### src/rtl/mmio_uart_tx.sv
// Memory-mapped 8N1 UART transmitter with a small TX FIFO.
// Bus responder: TXDATA push, STATUS read, BAUD divider read/write.
module mmio_uart_tx #(
  parameter int CLKS_PER_BIT = 434,
  parameter int FIFO_DEPTH   = 4,
  parameter int DIV_W        = 16
) (
  input  logic        clk,
  input  logic        reset,
  input  logic        req_valid,
  input  logic        req_we,
  input  logic [3:0]  req_addr,
  input  logic [31:0] req_wdata,
  output logic        req_ready,
  output logic        rsp_valid,
  output logic [31:0] rsp_rdata,
  output logic        uart_tx,
  output logic        tx_busy
);

  localparam int PTR_W = (FIFO_DEPTH > 1) ? $clog2(FIFO_DEPTH) : 1;
  localparam int CNT_W = $clog2(FIFO_DEPTH + 1);

  typedef enum logic [1:0] {
    IDLE,
    START,
    DATA,
    STOP
  } state_e;

  state_e state_q, state_d;

  logic [7:0]       shift_q, shift_d;
  logic [2:0]       bit_q, bit_d;
  logic [DIV_W-1:0] baud_q, baud_d;
  logic [DIV_W-1:0] lat_q, lat_d;
  logic [DIV_W-1:0] div_q, div_d;
  logic [CNT_W-1:0] cnt_q, cnt_d;
  logic [PTR_W-1:0] wr_q, wr_d;
  logic [PTR_W-1:0] rd_q, rd_d;
  logic             rsp_valid_q, rsp_valid_d;
  logic [31:0]      rsp_rdata_q, rsp_rdata_d;
  logic             tx_q, tx_d;
  logic             busy_q, busy_d;
  logic [7:0]       mem_q [FIFO_DEPTH];

  logic        full, empty;
  logic        is_tx, is_st, is_baud;
  logic        acc, push, pop, last;
  logic [31:0] status, rdata;
  logic        unused_bits;

  assign unused_bits = ^{req_addr[1:0], req_wdata[31:DIV_W]};

  assign full    = (cnt_q == CNT_W'(FIFO_DEPTH));
  assign empty   = (cnt_q == '0);
  assign is_tx   = (req_addr[3:2] == 2'd0);
  assign is_st   = (req_addr[3:2] == 2'd1);
  assign is_baud = (req_addr[3:2] == 2'd2);

  // Stall only a TXDATA write into a full FIFO, judged on the
  // registered count so a same-cycle pop never unstalls.
  assign req_ready = !(req_valid && req_we && is_tx && full);
  assign acc       = req_valid && req_ready;
  assign push      = acc && req_we && is_tx;

  always_comb begin
    status      = '0;
    status[0]   = full;
    status[1]   = empty;
    status[2]   = busy_q;
    status[7:4] = 4'(cnt_q);
  end

  always_comb begin
    rdata = '0;
    if (!req_we) begin
      unique case (1'b1)
        is_st:   rdata = status;
        is_baud: rdata = 32'(div_q);
        default: rdata = '0;
      endcase
    end
  end

  always_comb begin
    rsp_valid_d = acc;
    rsp_rdata_d = acc ? rdata : '0;
    div_d       = div_q;
    if (acc && req_we && is_baud) begin
      div_d = req_wdata[DIV_W-1:0];
    end
  end

  always_comb begin
    wr_d  = push ? wr_q + PTR_W'(1) : wr_q;
    rd_d  = pop ? rd_q + PTR_W'(1) : rd_q;
    cnt_d = cnt_q;
    unique case ({push, pop})
      2'b10:   cnt_d = cnt_q + CNT_W'(1);
      2'b01:   cnt_d = cnt_q - CNT_W'(1);
      default: cnt_d = cnt_q;
    endcase
  end

  assign last = (baud_q == lat_q - DIV_W'(1));

  always_comb begin
    state_d = state_q;
    shift_d = shift_q;
    bit_d   = bit_q;
    baud_d  = baud_q;
    lat_d   = lat_q;
    pop     = 1'b0;
    unique case (state_q)
      IDLE: begin
        if (!empty) begin
          pop     = 1'b1;
          shift_d = mem_q[rd_q];
          lat_d   = (div_q == '0) ? DIV_W'(1) : div_q;
          baud_d  = '0;
          bit_d   = '0;
          state_d = START;
        end
      end
      START: begin
        if (last) begin
          baud_d  = '0;
          state_d = DATA;
        end else begin
          baud_d = baud_q + DIV_W'(1);
        end
      end
      DATA: begin
        if (last) begin
          baud_d = '0;
          if (bit_q == 3'd7) begin
            state_d = STOP;
          end else begin
            bit_d = bit_q + 3'd1;
          end
        end else begin
          baud_d = baud_q + DIV_W'(1);
        end
      end
      STOP: begin
        if (last) begin
          baud_d  = '0;
          state_d = IDLE;
        end else begin
          baud_d = baud_q + DIV_W'(1);
        end
      end
      default: state_d = IDLE;
    endcase
  end

  // Line and busy are registered from the current state.
  always_comb begin
    tx_d   = 1'b1;
    busy_d = (state_q != IDLE);
    unique case (state_q)
      START:   tx_d = 1'b0;
      DATA:    tx_d = shift_q[bit_q];
      default: tx_d = 1'b1;
    endcase
  end

  always_ff @(posedge clk or negedge reset) begin
    if (!reset) begin
      state_q     <= IDLE;
      shift_q     <= '0;
      bit_q       <= '0;
      baud_q      <= '0;
      lat_q       <= DIV_W'(1);
      div_q       <= DIV_W'(CLKS_PER_BIT);
      cnt_q       <= '0;
      wr_q        <= '0;
      rd_q        <= '0;
      rsp_valid_q <= 1'b0;
      rsp_rdata_q <= '0;
      tx_q        <= 1'b1;
      busy_q      <= 1'b0;
    end else begin
      state_q     <= state_d;
      shift_q     <= shift_d;
      bit_q       <= bit_d;
      baud_q      <= baud_d;
      lat_q       <= lat_d;
      div_q       <= div_d;
      cnt_q       <= cnt_d;
      wr_q        <= wr_d;
      rd_q        <= rd_d;
      rsp_valid_q <= rsp_valid_d;
      rsp_rdata_q <= rsp_rdata_d;
      tx_q        <= tx_d;
      busy_q      <= busy_d;
    end
  end

  always_ff @(posedge clk) begin
    if (push) begin
      mem_q[wr_q] <= req_wdata[7:0];
    end
  end

  assign rsp_valid = rsp_valid_q;
  assign rsp_rdata = rsp_rdata_q;
  assign uart_tx   = tx_q;
  assign tx_busy   = busy_q;

endmodule

### config.mk
export PLATFORM = sky130hd
export DESIGN_NAME = mmio_uart_tx
export DESIGN_NICKNAME = d
export VERILOG_FILES = /design/src/rtl/mmio_uart_tx.sv
export SDC_FILE = /design/constraint.sdc
export NUM_CORES = 1
export LEC_CHECK = 0
export ABC_CLOCK_PERIOD_IN_PS = 3660
export BUFFER_PORTS_ARGS = -buffer_cell sky130_fd_sc_hd__buf_2
export CELL_PAD_IN_SITES_DETAIL_PLACEMENT = 0
export CELL_PAD_IN_SITES_GLOBAL_PLACEMENT = 1
export CORE_MARGIN = 5
export CORE_UTILIZATION = 27
export DETAILED_ROUTE_END_ITERATION = 10
export PLACE_DENSITY = 0.6
export SKIP_LAST_GASP = 1
export SYNTH_ARGS = -nofsm -noshare
export SYNTH_HDL_FRONTEND = slang
export SYNTH_SLANG_ARGS = --single-unit
### constraint.sdc
create_clock -name clk -period 3.66 [get_ports clk]
set_input_delay 0.549 -clock clk [delete_from_list [all_inputs] [get_ports clk]]
set_output_delay 0.549 -clock clk [all_outputs]
set_load 0.01 [all_outputs]
======== Word level (Yosys, flattened, before mapping) ========
Memory sizes are Yosys's and may differ from the RTL's. A register that Yosys moved wholly into a read port is not among the register bits.
Cells that the tools add are included.
cells by class
  add/subtract/negate cells ............... 7
  $lt $le $gt $ge ......................... 1
  equal/unequal tests ..................... 16
  muxes and demuxes ....................... 25
  bitwise logic cells ..................... 1
  reduce and logical (&&, ||, !) cells .... 20
operator list
  operator               number
  $mux 16                4
  $pmux 16 s2            2
  $mux 32                1
  $add 16x1->16 const B  1
  $eq 16x16->1           1
  $logic_not 16->1       1
  $sub 16x1->16 const B  1
  $ne 2x2->1 const B     6
  $pmux 3 s2             2
  $mux 2                 5
  $mux 3                 3
  $eq 2x2->1 const B     4
  $pmux 2 s4             1
  $logic_and 1x1->1      7
  $add 3x1->3 const B    2
  $eq 2x1->1 const B     3
  $eq 3x3->1 const B     2
  $reduce_bool 2->1      3
  $mux 1                 5
  $reduce_and 5->1       1
  $add 2x1->2 const B    2
  $logic_not 2->1        2
  $lt 3x4->1 const B     1
  $reduce_and 4->1       1
  other kinds (8)        9
word-level totals
  flip-flop bits (word level) ............. 95
  bits in writable memories ............... 32
  input port bits ......................... 40
  output and inout port bits .............. 36
  word-level logic and storage cells ...... 83
  memories kept ........................... 1
memories
  memory  words  bits a word  rd ports  clocked after memory_dff  wr ports  line  source
  mem_q   4      8            1         1                         1         45    logic [7:0] mem_q [FIFO_DEPTH];

======== Depth between registers and ports, before layout ========
  depth in word-level cells ............... 9
  mapped depth ............................ 12
  depth with buffers taken out ............ 11

======== Worst setup path after synthesis ========
Ideal clock, no wire load.
  kind .................................... reg-to-reg
  start point ............................. reg lat_q[8]
  end point ............................... reg bit_q[0]
  setup time .............................. 69 ps
  data arrival time ....................... 2800 ps
  path slack .............................. 791 ps
  cell stages (with the launch flop) ...... 10
  path buffers ............................ 1
  period minus slack after synthesis ...... 2869 ps
  path through ............................ dfrtp_1 -> buf_6 -> or4_4 -> nor4_4 -> xor2_1 -> o221a_1 -> a211oi_4 -> nand3_2 -> or4b_1 -> nand3_1
between the ends
  cells in the longest elaborated chain, start to end .. 4
RTL lines
  element                     line  source
  from (decl)                 36    logic [DIV_W-1:0] lat_q, lat_d;
  from (signal assigned)      189   lat_q <= lat_d;
  $sub 16x1->16               106   assign last = (baud_q == lat_q - DIV_W'(1));
  $eq 16x16->1                106
  $ne 2x2->1 (no line)        --
  $reduce_and 4->1 (no line)  --
  to (signal assigned)        187   bit_q <= bit_d;
  to (decl)                   34    logic [2:0] bit_q, bit_d;
No other way between the ends.
A chain may end at the register's enable or synchronous reset.

======== Final worst setup path ========
  start point ............................. reg lat_q[3]
  end point ............................... reg baud_q[3]
between the ends
  cells in the longest elaborated chain, start to end .. 4
RTL lines
  element               line           source
  $sub 16x1->16         106
  $eq 16x16->1          106
  $mux 16               127, 135, 147
  $pmux 16 s2           115            unique case (state_q)
  to (signal assigned)  188            baud_q <= baud_d;
  to (decl)             35             logic [DIV_W-1:0] baud_q, baud_d;
No other way between the ends.

==> impl_metrics.tcl <==
set metrics [dict create \
    place_hpwl_um 8870 \
    ant_nets 0 \
    netlist_area_mm2 0.005863 \
    hold_viol 0 \
    place_congestion 0.7895 \
    crit_path_end_kind "register" \
    r2r_slack_ps 300 \
    port_buffers 41 \
    pin_count 76 \
    cts_tree "done" \
    grt_use_total 0.1039 \
    p_per_area_mw_per_mm2 761.0 \
    wirelength_um 12300 \
    maxSlewViolCount 0 \
    firstDrtPassIters 4 \
    avgSynthCellArea_um2 12.40 \
    drive_gt1_frac 0.2765 \
    tightestPinTransition_ps 792.2 \
    finClkSkew_ps 11.26 \
    min_period_over_period 0.9177 \
    nets 572 \
    fin_crit_ps 3359 \
    hold_path.class "input port to asynchronous set/reset pin" \
    cts_buffer_depth 2 \
    maxCapViolations 0 \
    pre_cts_slack_ps 298.5 \
    grt_setup_unrepaired "no" \
    synth_common_cells "dfrtp_1, mux2_2, edfxtp_1, nand2_1, inv_1" \
    ctsHtreeMaxLevel 4 \
    hold_buffers 0 \
    clkSinkCount 119 \
    vias 3710 \
    outcome "completed" \
    synth.distinct_cells 67 \
    fillers 2177 \
    path_cells "or4_1, or4_1, a32o_1, a21o_1, nor3b_4, a21oi_4, buf_4, nand2b_1, a31oi_1" \
    worst-path-buf-inv 1 \
    finalSetupTns_ps 0 \
    die_y_um 157.4 \
    wl_per_cell_um 15.23 \
    overflow 0 \
    areaGrowthSynthToFinish_pct 17.03 \
    ys_warn_count 0 \
    ys_seq_elements 119 \
    core_area_mm2 0.02162 \
    ys_async_sr_fraction 0.7311 \
    antenna_found_initial 0 \
    synth_edf_count 32 \
    arrival_ps 3680 \
    critPathTopFamily "simple AND/OR/NAND/NOR gates" \
    crit_fanout 23 \
    num_rows 54 \
    setup_violations 0 \
    netlist.area_leader.share 0.3414 \
    via_per_inst 4.592 \
    synthTopCellsByArea "dfrtp_1, edfxtp_1, mux2_2" \
    die_x_um 157.4 \
    slowest_delay_ps 730 \
    cts_setup_buffers 0 \
    diodes 0 \
    relSlewSlack 0.4699 \
    grt_pass1_vias 3796 \
    vdd_drop_max_v 0.0002981 \
    synthCells 473 \
    drt_iter0_drc 120 \
    r2r_cells 9 \
    finalWorstSetupSlack_ps 301.1 \
    r2r-start "lat_q[3]" \
    ys_seq_area_frac 0.5367 \
    grt_pass1_wl_um 20220 \
    cts-root-buf "clkbuf_16" \
    cpMaxStageDelayCell "or4_1" \
    timing.rr.end "baud_q[3]" \
    critical_path_required_ps 3980 \
    start_util 0.2712 \
    start_kind "register" \
    clk_latency_ps 410 \
    dp.cells 776 \
    drc 0 \
    fmax_ghz 0.2977 \
    crit_path_frequent_cell "or4_1" \
    p_leak_nw 2.855 \
    cts_made_buffers 17 \
    dieArea_mm2 0.02476 \
    cts_resized 0 \
    synth_most_common_cell "dfrtp_1" \
    layoutNonFillerInstCount 808 \
    yosys.area.top_type "dfrtp_1" \
    crit_type "register to register" \
    clk_pin_slew_worst_paths_ps 60 \
    synthFlopType "dfrtp_1" \
    grt_max_degree 47 \
]
## state kept, by name, summed over array words and instances (netlist names), 2 cells and up
| signal | flops |
|---|---|
| rsp_rdata | 16 |
| rd_q | 2 |
| shift_q | 8 |
| bit_q | 3 |
| state_q | 2 |
| baud_q | 16 |
| div_q | 16 |
| wr_q | 2 |
| cnt_q | 3 |
| mem_q | 32 |
| lat_q | 16 |
## worst max path at each step
stage | startpoint | end | slack [ps] | depth (start not counted)
after floorplan | lat_q[8] | bit_q[0] | 790 | 9
after global placement | lat_q[3] | baud_q[3] | 350 | 9
after detailed placement | lat_q[3] | baud_q[4] | 300 | 9
after CTS | lat_q[3] | baud_q[3] | 300 | 9
after global routing | lat_q[1] | baud_q[3] | 50 | 11
final | lat_q[3] | baud_q[3] | 300 | 9
## logic make-up after synthesis
kind of cell	Yosys count	share of synthesized area
and+or+nand+nor	134	0.1387
DFF	119	0.5367
adders and majority gates	17	0.03756
buffers and inverters	57	0.05207
other	1	0.0006396
AOI/OAI and AO/OA	71	0.08238
xor gates and xnor gates	20	0.02987
muxes	54	0.1221
## power breakdown
part           internal, W  total [W]  switching, W
Clock             0.000964    0.00164      0.000674
Combinational     0.000769    0.00154      0.000768
Sequential         0.00168    0.00205      0.000371
## layer usage
layer / track usage / share of wire / routed length, um
met1: 0.1370 / 0.47 / 5741
met2: 0.1691 / 0.49 / 6004
met3: 0.02172 / 0.034 / 420
met4: 0.03851 / 0.011 / 136
met5: 0 / 0 / 0
## final cells by class
class	count	area [um^2]	share of cell area
sequential	119	3147	0.4586
multi-input combinational	312	2467	0.3596
clock buffer	17	425.4	0.06200
tap	280	350.3	0.05106
timing repair buffer	45	237.7	0.03465
clock inverter	15	158.9	0.02316
inverter	20	75.07	0.01094
## cell usage in the layout, fill, tap and decap left out, types with 14 or more instances in the layout
master | netlist | final
clkbuf_16 | 0 | 17
edfxtp_1 | 32 | 32
and2_1 | 16 | 16
mux2_2 | 40 | 40
nor2_1 | 17 | 17
conb_1 | 1 | 16
nand2_1 | 22 | 22
nand3_1 | 14 | 14
ha_1 | 16 | 16
buf_2 | 1 | 40
dfrtp_1 | 80 | 80
inv_1 | 19 | 19
a21oi_1 | 17 | 17
## stage by stage
step	hold slack (ps)	cell area, um^2	util	power (W)
floorplan	253.4	5919	-	0.003261
global placement	489.6	6277	0.2903	0.003564
detailed placement	491.2	6277	0.2903	0.003625
CTS	166.3	6862	0.3174	0.005284
global route	191.7	6862	0.3174	0.005580
finish	156.5	6862	0.3174	0.005222
(Power assumes the default switching activity.)
